### config.mk
export PLATFORM = sky130hd
export DESIGN_NAME = divider
export DESIGN_NICKNAME = d
export VERILOG_FILES = /design/src/rtl/divider_pkg.sv /design/src/rtl/divider_div_step.sv /design/src/rtl/divider.sv
export SDC_FILE = /design/constraint.sdc
export NUM_CORES = 1
export LEC_CHECK = 0
export BUFFER_PORTS_ARGS = -buffer_cell sky130_fd_sc_hd__buf_2
export CORE_UTILIZATION = 40
export CTS_CLUSTER_SIZE = 30
export DETAILED_ROUTE_END_ITERATION = 6
export SLEW_MARGIN = 5
export SYNTH_ARGS = -nofsm -noshare
export SYNTH_HDL_FRONTEND = slang
export SYNTH_SLANG_ARGS = --single-unit
### constraint.sdc
create_clock -name clk -period 3.8 [get_ports clk]
set_clock_uncertainty 0.15 [all_clocks]
set_input_delay 0.19 -clock clk [delete_from_list [all_inputs] [get_ports clk]]
set_output_delay 0.19 -clock clk [all_outputs]
set_load 0.02 [all_outputs]
### src/rtl/divider_pkg.sv
// Shared CPU package: divider widths, FSM states and result-select opcodes.
package divider_pkg;

   localparam int DIV_WIDTH = 16;

   localparam logic [3:0] DIVQ = 4'b0101;
   localparam logic [3:0] DIVR = 4'b0110;

   typedef enum logic [1:0] {
      IDLE,
      RUN,
      ZERO,
      DONE
   } div_state_e;

endpackage

### src/rtl/divider_div_step.sv
// One restoring-division step: shift in a dividend bit, try subtracting the divisor.
import divider_pkg::*;

module div_step #(
   parameter int WIDTH = DIV_WIDTH
) (
   input  logic [WIDTH:0]   rem_in,
   input  logic             dividend_bit,
   input  logic [WIDTH-1:0] divisor,
   output logic [WIDTH:0]   rem_out,
   output logic             quo_bit
);

   logic [WIDTH+1:0] trial;

   // Top bit of trial is the borrow of the trial subtraction
   assign trial   = {rem_in, dividend_bit} - {2'b00, divisor};
   assign quo_bit = ~trial[WIDTH+1];
   assign rem_out = quo_bit ? trial[WIDTH:0]
                            : {rem_in[WIDTH-1:0], dividend_bit};

endmodule

### src/rtl/divider.sv
// Multi-cycle unsigned restoring divider; Q = {quotient, remainder}.
import divider_pkg::*;

module divider #(
   parameter int WIDTH = DIV_WIDTH
) (
   input  logic               clk,
   input  logic               rst,
   input  logic               start,
   input  logic [WIDTH-1:0]   A,
   input  logic [WIDTH-1:0]   B,
   output logic [2*WIDTH-1:0] Q,
   output logic               QVALID,
   output logic               busy,
   output logic               div_by_zero
);

   localparam int CW = (WIDTH > 1) ? $clog2(WIDTH) : 1;
   localparam logic [CW-1:0] LAST = CW'(WIDTH - 1);

   div_state_e         state, state_n;
   logic [CW-1:0]      cnt, cnt_n;
   logic [WIDTH-1:0]   a_q, a_n;
   logic [WIDTH-1:0]   b_q, b_n;
   logic [WIDTH:0]     rem_q, rem_n;
   logic [2*WIDTH-1:0] q_q, q_n;
   logic               qv_q, qv_n;
   logic               busy_q, busy_n;
   logic               dbz_q, dbz_n;

   logic [WIDTH:0]     step_rem;
   logic               step_bit;
   logic [WIDTH-1:0]   quo_next;

   div_step #(.WIDTH(WIDTH)) u_step (
      .rem_in       (rem_q),
      .dividend_bit (a_q[WIDTH-1]),
      .divisor      (b_q),
      .rem_out      (step_rem),
      .quo_bit      (step_bit)
   );

   // Dividend shifts out MSB-first while quotient bits fill from the LSB
   assign quo_next = {a_q[WIDTH-2:0], step_bit};

   always_ff @(posedge clk) begin
      if (rst) begin
         state  <= IDLE;
         cnt    <= '0;
         a_q    <= '0;
         b_q    <= '0;
         rem_q  <= '0;
         q_q    <= '0;
         qv_q   <= 1'b0;
         busy_q <= 1'b0;
         dbz_q  <= 1'b0;
      end else begin
         state  <= state_n;
         cnt    <= cnt_n;
         a_q    <= a_n;
         b_q    <= b_n;
         rem_q  <= rem_n;
         q_q    <= q_n;
         qv_q   <= qv_n;
         busy_q <= busy_n;
         dbz_q  <= dbz_n;
      end
   end

   always_comb begin
      state_n = state;
      cnt_n   = cnt;
      a_n     = a_q;
      b_n     = b_q;
      rem_n   = rem_q;
      q_n     = q_q;
      qv_n    = qv_q;
      busy_n  = busy_q;
      dbz_n   = dbz_q;
      unique case (state)
         IDLE, DONE: begin
            if (start) begin
               a_n     = A;
               b_n     = B;
               rem_n   = '0;
               cnt_n   = '0;
               qv_n    = 1'b0;
               dbz_n   = 1'b0;
               busy_n  = 1'b1;
               state_n = (B == '0) ? ZERO : RUN;
            end
         end
         RUN: begin
            a_n   = quo_next;
            rem_n = step_rem;
            cnt_n = cnt + 1'b1;
            if (cnt == LAST) begin
               cnt_n   = '0;
               q_n     = {quo_next, step_rem[WIDTH-1:0]};
               qv_n    = 1'b1;
               busy_n  = 1'b0;
               state_n = DONE;
            end
         end
         ZERO: begin
            q_n     = {{WIDTH{1'b1}}, a_q};
            dbz_n   = 1'b1;
            qv_n    = 1'b1;
            busy_n  = 1'b0;
            state_n = DONE;
         end
         default: state_n = IDLE;
      endcase
   end

   assign Q           = q_q;
   assign QVALID      = qv_q;
   assign busy        = busy_q;
   assign div_by_zero = dbz_q;

endmodule

==> results.md, run 1 <==
- The number of levels the H-tree was split into is 3.
- The achievable clock frequency is 313.2 MHz.
- The synthesized-area fraction occupied by ao, oa, aoi and oai cells is around 22%.
- Clock tree synthesis found a total of 90 sinks.
- The row count is 39.
- The relative max-transition margin is approximately 23%.
- The maximum clock path buffer count is 2.
- The wire length of the first global-routing pass is 20800 um.
- The total die area is 12280 um2.
- In the synthesized netlist, mux cells make up under 10% of the area.
- The count of pins on the block boundary is 70.
- The final-report hold violation count was 0.
- The count of input and output buffers is 69.
- The worst setup path is launched from a flip-flop.
- The number of nets in the synthesized netlist is 629.
- For this run, asynchronously set or reset flops after synthesis account for 0%.
- The share of the Yosys chip area taken by registers is a little under two fifths.
- The power density over the cells is 1177 nW/um2.
- The placed cell count is about 750.
- At the pin with the least slew margin, the transition time is around 1200 ps.
- The pin count of the biggest net entering global routing is slightly above 40.
- After detailed routing, the number of remaining DRC violations is 0.
- Setup violations remaining at the end of the flow were counted as 0.
- Measured in cells, the most critical reg-to-reg path has a length of 11.
- The via count of the first global-routing pass is 4204.
- The die is 110.8 um wide.
- In this run the worst path has a maximum fanout of 22.
- Each instance of the synthesized netlist takes up on average roughly 8.3 um2.
- Using the TritonRoute via totals, the vias-per-cell ratio works out to around 5.5.
- After Yosys synthesis, XOR and XNOR cells account for 2.404% of the synthesized area.
- Excluding fillers, the count of instances in the completed layout stands at 786.
- The quantity of gates resized following cts is 0.
- The sum of negative setup slack is 0 ps.
- The number of max-slew violations in the final report is 0.
- The category of the critical setup timing path is flip-flop to flip-flop.
- The flow ran to the end, and the final reports show no timing, DRC or antenna violations.
- The hold buffer count at cts is 16.
- The number of antenna violations at the first check in global routing is 0.
- Cells fill approximately half of the core in the end.
- The count of antenna diodes in the layout is 0.
- The total number of nets in the final design is 693.
- After detailed routing, the met2 layer carries just under 6000 um of wire.
- The buffer cell driving the clock tree root is clkbuf_16.
- For the finished layout, the period the worst path requires is ~3200 ps.
- The synthesis-stage register bit count is 90.
- Across the VDD grid, the largest voltage drop is roughly 790 uV.
- In this run the standard cell core region covers between 10000 and 15000 um2.
- Once routing completed, OpenROAD measured the worst setup slack at roughly 610 ps.
- Counting flops with a built-in enable in the synthesized netlist gives 0.
- The most instantiated flip-flop cell in the synthesis netlist is dfxtp_1.
- At the worst endpoint, the arrival time is 3250 ps.
- The initial utilization of the core area, before any placement, comes to approximately two fifths.
- The number of design-rule violations left by the first detailed-router iteration is between 200 and 250.
- The worst-case setup slack after placement is 631.0 ps.
- The synthesized instance count is 574.
- The final layout contains routed wiring with a total length of approximately 12000 um.
- Routability-driven placement finished with a final weighted congestion of around 0.85.
- The worst hold path class is primary input to flip-flop.
- TritonCTS built the clock tree.
- The placed standard-cell area is slightly above 5000 um2.
- The worst hold path passes through 3 cells.
- After clock tree synthesis, the clock-pin slew on the worst setup and hold paths is 70 ps.
- Dividing the detail-routed wire length by the instance count gives roughly 16 um.
- Final hold analysis gives a worst-case slack of 36.30 ps.
- STA puts the critical path data required time at approximately 3900 ps.
- The detailed router put a total of around 5800 um of wire on met1.
- For this block, the via count after detailed routing is ~4400.
- The fraction of layout cells with a size suffix above 1 is roughly 18%.
- Setup repair after global routing left no endpoint under its margin.
- The power consumption is approximately 6.6 mW.
- The post-CTS setup buffer count is 0.
- Signal routing reaches up to met4.
- The first TritonRoute pass finished after 4 iterations.
- The synthesis-to-finish area growth is 18.36%.
- In this run the cell area of the synthesized design comes to approximately 4700 um2.
- The clock reaches the later pin of the worst-skew pair after ~340 ps.
- By area, the combinational part of the netlist is dominated by compound AO/OA/AOI/OAI gates.
- After routing the design area is ~5600 um2.
- Dividing the final minimum period by the clock period gives between 80% and 90%.
- The number of clock buffers inserted by TritonCTS is 9.
- The total grt overflow is 0.
- The post-synthesis share of cell area spent on and, or, nand and nor gates is 19.87%.
- The analysis attributes to cell leakage a power of between 2 and 2.5 nW.
- The synthesized netlist devotes 5.443% of its cell area to adder and majority cells.
- After legalization and detailed placement, the total HPWL measured 8875 um.
- The floorplan step set the die height to about 110 um.
- Max-cap violations in this run came to 0.
- The number of warnings issued by yosys is 0.
- The wire length on met3 is between 400 and 500 um.
- The all-layer global routing usage is about a fifth.
- STA classifies the critical path endpoint as a flip-flop.
- Yosys mapped the design onto 57 distinct sky130hd cell types.
- The detail route stage leaves a number of antenna-violating nets equal to 0.
## worst max-delay path, stage by stage, from the launching register on
cell      delay, ps
dfxtp_1         320
inv_1            70
ha_1            300
nor2b_1         150
o2111a_1        280
or3_4           420
and4_4          190
a211oi_4        320
buf_12          220
mux2_2          370
o211ai_1        190
a21oi_1          90
## layout make-up
| class | count | area [um2] |
|---|---|---|
| clock buffer | 10 | 229.0 |
| clock inverter | 6 | 50.05 |
| fill | 1133 | 5862 |
| inverter | 23 | 86.33 |
| multi-input combinational | 422 | 2689 |
| sequential | 90 | 1802 |
| tap | 143 | 178.9 |
| timing repair buffer | 92 | 570.5 |
## cells in the mapped netlist (3+ instances only)
| library cell | instances | area share, % |
|---|---|---|
| inv_1 | 23 | 1.8 |
| and2_1 | 3 | 0.40 |
| nand3_1 | 5 | 0.53 |
| mux2i_1 | 18 | 3.8 |
| buf_1 | 3 | 0.24 |
| mux2_2 | 9 | 2.1 |
| o211ai_1 | 14 | 2.2 |
| xor2_1 | 5 | 0.92 |
| a21oi_1 | 52 | 5.5 |
| buf_2 | 4 | 0.42 |
| a211oi_1 | 27 | 4.3 |
| nor2b_1 | 3 | 0.40 |
| o21a_1 | 5 | 0.79 |
| nand3b_1 | 5 | 0.79 |
| xnor2_1 | 8 | 1.5 |
| dfxtp_1 | 90 | 38 |
| nor4_1 | 5 | 0.66 |
| nand2b_1 | 10 | 1.3 |
| clkbuf_1 | 30 | 2.4 |
| nor2_1 | 69 | 5.5 |
| ha_1 | 19 | 5.0 |
| o21ai_0 | 7 | 0.74 |
| a22oi_1 | 15 | 2.4 |
| a21o_1 | 5 | 0.79 |
| nand4_1 | 3 | 0.40 |
| o22ai_1 | 5 | 0.66 |
| nor3_1 | 34 | 3.6 |
| nand2_1 | 61 | 4.8 |
## per-layer routing
| metal | vias up | track usage, % |
|---|---|---|
| met1 | 2052 | 27.46 |
| met5 | - | 0 |
| li1 | 2182 | - |
| met2 | 101 | 34.66 |
| met4 | 0 | 8.356 |
| met3 | 22 | 2.679 |
## state kept, by name (all words and copies together), names as in the netlist
register     count
b_q             16
cnt              4
rem_q           17
state            2
div_by_zero      1
Q               32
QVALID           1
a_q             16
busy             1
## placed cells by master, fill, tap and decap left out, types with 6 or more instances in the layout
master,instances
xnor2_1,8
a211oi_1,27
o21ai_0,6
buf_4,6
inv_1,23
buf_2,69
o211ai_1,14
dfxtp_1,90
ha_1,19
mux2_2,9
nor2_1,69
dlygate4sd3_1,16
a22oi_1,15
nor3_1,34
mux2i_1,18
nand2b_1,10
nand2_1,61
a21oi_1,52
clkbuf_16,9
## cell families (layout without fill, tap and decap cells)
kind of cell	Yosys count	count (layout)
xor gates and xnor gates	13	13
muxes	30	30
buffers and inverters	62	131
and+or+nand+nor	207	207
adders and majority gates	20	20
AOI/OAI and AO/OA	152	152
DFF	90	90
## power by group
part | internal (mW) | total, mW | switching, mW
Combinational | 1.85 | 4.24 | 2.39
Sequential | 1.25 | 1.51 | 0.257
Clock | 0.452 | 0.845 | 0.393
Total | 3.55 | 6.59 | 3.04
## final timing paths
kind | startpoint | endpoint | slack, ps
worst min register to register | b_q[3] | b_q[3] | 300
worst max register to register | b_q[1] | Q[6] | 610
worst min-delay path | A[3] | a_q[3] | 40
worst max-delay path | b_q[1] | Q[6] | 610
(Power assumes the default switching activity.)
==> run 2, diff against run 1 <==
Clock period 3.8 ns to 2.65 ns, I/O delays scaled along.
==> run 2 against run 1 <==
The run now ends with negative setup slack left. Final cell count up 10%. Core utilization increased by 8.2 points. Sequential share of layout area down 4.5 points. Largest cell class unchanged. Highest routed layer unchanged.
==> results.md, run 2 (synthesis results as in run 1) <==
- The flow ran to the end, but the final reports show violations.
- The checks that failed: negative setup slack.
- The total setup violations reported at the end of the flow is 31.
- Counting tap cells, the placed design contains a total of approximately 810 instances.
- The ratio of final minimum period to clock period is 106.9%.
- Across the run, the number of max-cap violations was 0.
- STA classifies the critical path startpoint as a flip-flop.
- The clock transition at the registers of the reported paths is about 70 ps.
- Counting along the longest clock path gives a buffer depth of 2.
- The number of design-rule violations left by the first detailed-router iteration is around 220.
- The endpoint required time on the critical path is 2740 ps.
- The effective utilization at floorplan is between 40% and 50%.
- The number of filler cells placed in the layout is 1030.
- The core area is 11470 um2.
- The minimum clock period after layout is 2832 ps.
- The H-tree was split into 3 levels.
- The worst hold path class is primary input to flip-flop.
- Along the worst path, the maximum fanout reaches 8.
- In this run the tool buffered the top-level ports with 69 buffer cells.
- After detailed routing, the number of vias per cell comes to 5.438.
- Leaving out fill and tap cells, the most frequent cells in the layout are 86 x dfxtp_1, 69 x nor2_1, 69 x buf_2.
- In the final routed layout, each cell accounts on average for about 16 um.
- The post-route netlist has a little under a third of its cells at a drive strength greater than 1.
- The TritonCTS clock tree is built.
- The count of antenna diodes in the layout is 0.
- The number of antenna violations at the first check in global routing was 0.
- The post-layout worst setup margin is -182.0 ps.
- The worst-skew pair later-pin latency is ~350 ps.
- The die is roughly 110 um wide.
- The global placer's final weighted congestion is 0.8250.
- The height of the die is about 110 um.
- Detailed placement ended at an HPWL of 9695 um.
- The final cell area excluding filler cells is approximately 6500 um2.
- The row count is 39.
- The final-report hold violation count is 0.
- In this run the tightest slew margin relative to its limit is about a fifth.
- The via count of the first global-routing pass was ~4600.
- The category of the critical setup timing path is flip-flop to flip-flop.
- Setup repair after global routing could not meet its margin everywhere.
- The number of clock buffers inserted by TritonCTS is 9.
- The endpoint type of the worst setup path is a flip-flop.
- The total grt overflow is 0.
- Summed over all layers, the routed wires come to approximately 14000 um.
- The routed layout has approximately 4700 vias.
- The buffer cell driving the clock tree root is clkbuf_16.
- The all-layer global routing usage is a little under a quarter.
- Once detail routing completed, the nets flagged for antenna violations numbered 0.
- The pin count of the biggest net entering global routing is 40.
- The clock sink total is 90.
- At the pin with the least slew margin, the transition time is 1181 ps.
- The number of max-slew violations in the final report is 0.
- After detailed routing, the number of remaining DRC violations is 0.
- For this run, the top clock speed supported by timing is around 350 MHz.
- The number of standard cells in the final layout excluding fillers is 867.
- The library cell used most frequently in the layout, excluding fill and tap cells, is dfxtp_1.
- The placed instances occupy a cell area of around 5700 um2.
- The wire length of the first global-routing pass is between 20000 and 25000 um.
- After the last flow step, the layout net total stands at a little under 800.
- Relative to the synthesized area, the layout overhead comes to 38.15%.
- Cells fill a little under three fifths of the core in the end.
- Adding up every negative setup slack in the final design gives -3297 ps.
- The total die area is between 10000 and 15000 um2.
- During I/O placement, the number of pins put on the boundary was 70.
- The first detailed-routing pass ran for 4 iterations.
- The number of flip-flops in the largest register is 32.
- The signal arrival time at the worst endpoint is between 2000 and 3000 ps.
run 2: what timing repair did:
action | in CTS | in global routing
hold buffers | 31 | 0
pin swaps | 4 | 32
hold endpoints to repair | 31 | 0
cloned | 1 | 0
resized for setup | 27 | 28
buffers inserted | 4 | 4
endpoints found under the setup margin | 34 | 35
run 2: through the flow:
stage	setup WS [ps]	hold slack (ps)
global placement	-185.3	234.2
global route	-298.3	30.91
finish	-182.0	9.122
detailed placement	-237.4	241.4
floorplan	-166.6	110.9
CTS	-207.5	4.324
run 2: layout make-up:
class | instances | area, um2 | share of cell area (%)
well taps | 143 | 178.9 | 2.735
clock inverters | 6 | 50.05 | 0.7650
repair buffers | 173 | 1235 | 18.88
flip-flops and latches | 90 | 1809 | 27.65
inverters | 23 | 86.33 | 1.320
multi-input cells | 422 | 2954 | 45.15
clock buffers | 10 | 229.0 | 3.500
run 2: final timing paths:
kind	endpoint	startpoint	depth (start not counted)	slack, ps
max	Q[8]	rem_q[0]	10	-180
min reg2reg	Q[8]	Q[8]	2	300
min	a_q[0]	A[0]	3	9
max reg2reg	Q[8]	rem_q[0]	10	-180
run 2: worst max-delay path, stage by stage, from the launching register on:
cell	delay, ps
dfxtp_4	360
ha_4	230
nor2b_4	120
o2111a_1	250
or3_4	390
and4_4	180
a211oi_4	230
buf_6	220
mux2_4	340
o211ai_1	170
a21oi_1	80
run 2: routing by layer:
metal	global-route usage (%)	vias up	share of wire [%]	wire length [um]
li1	-	2339	-	-
met1	28.63	2258	45	6173
met2	39.38	91	49	6784
met3	3.062	27	2.9	393
met4	10.76	0	2.9	400
met5	0	-	0	0
Power of run 2 is left out: the tool's default activity adds up to more than one toggle a clock period on the data nets, which glitch-free logic cannot reach.
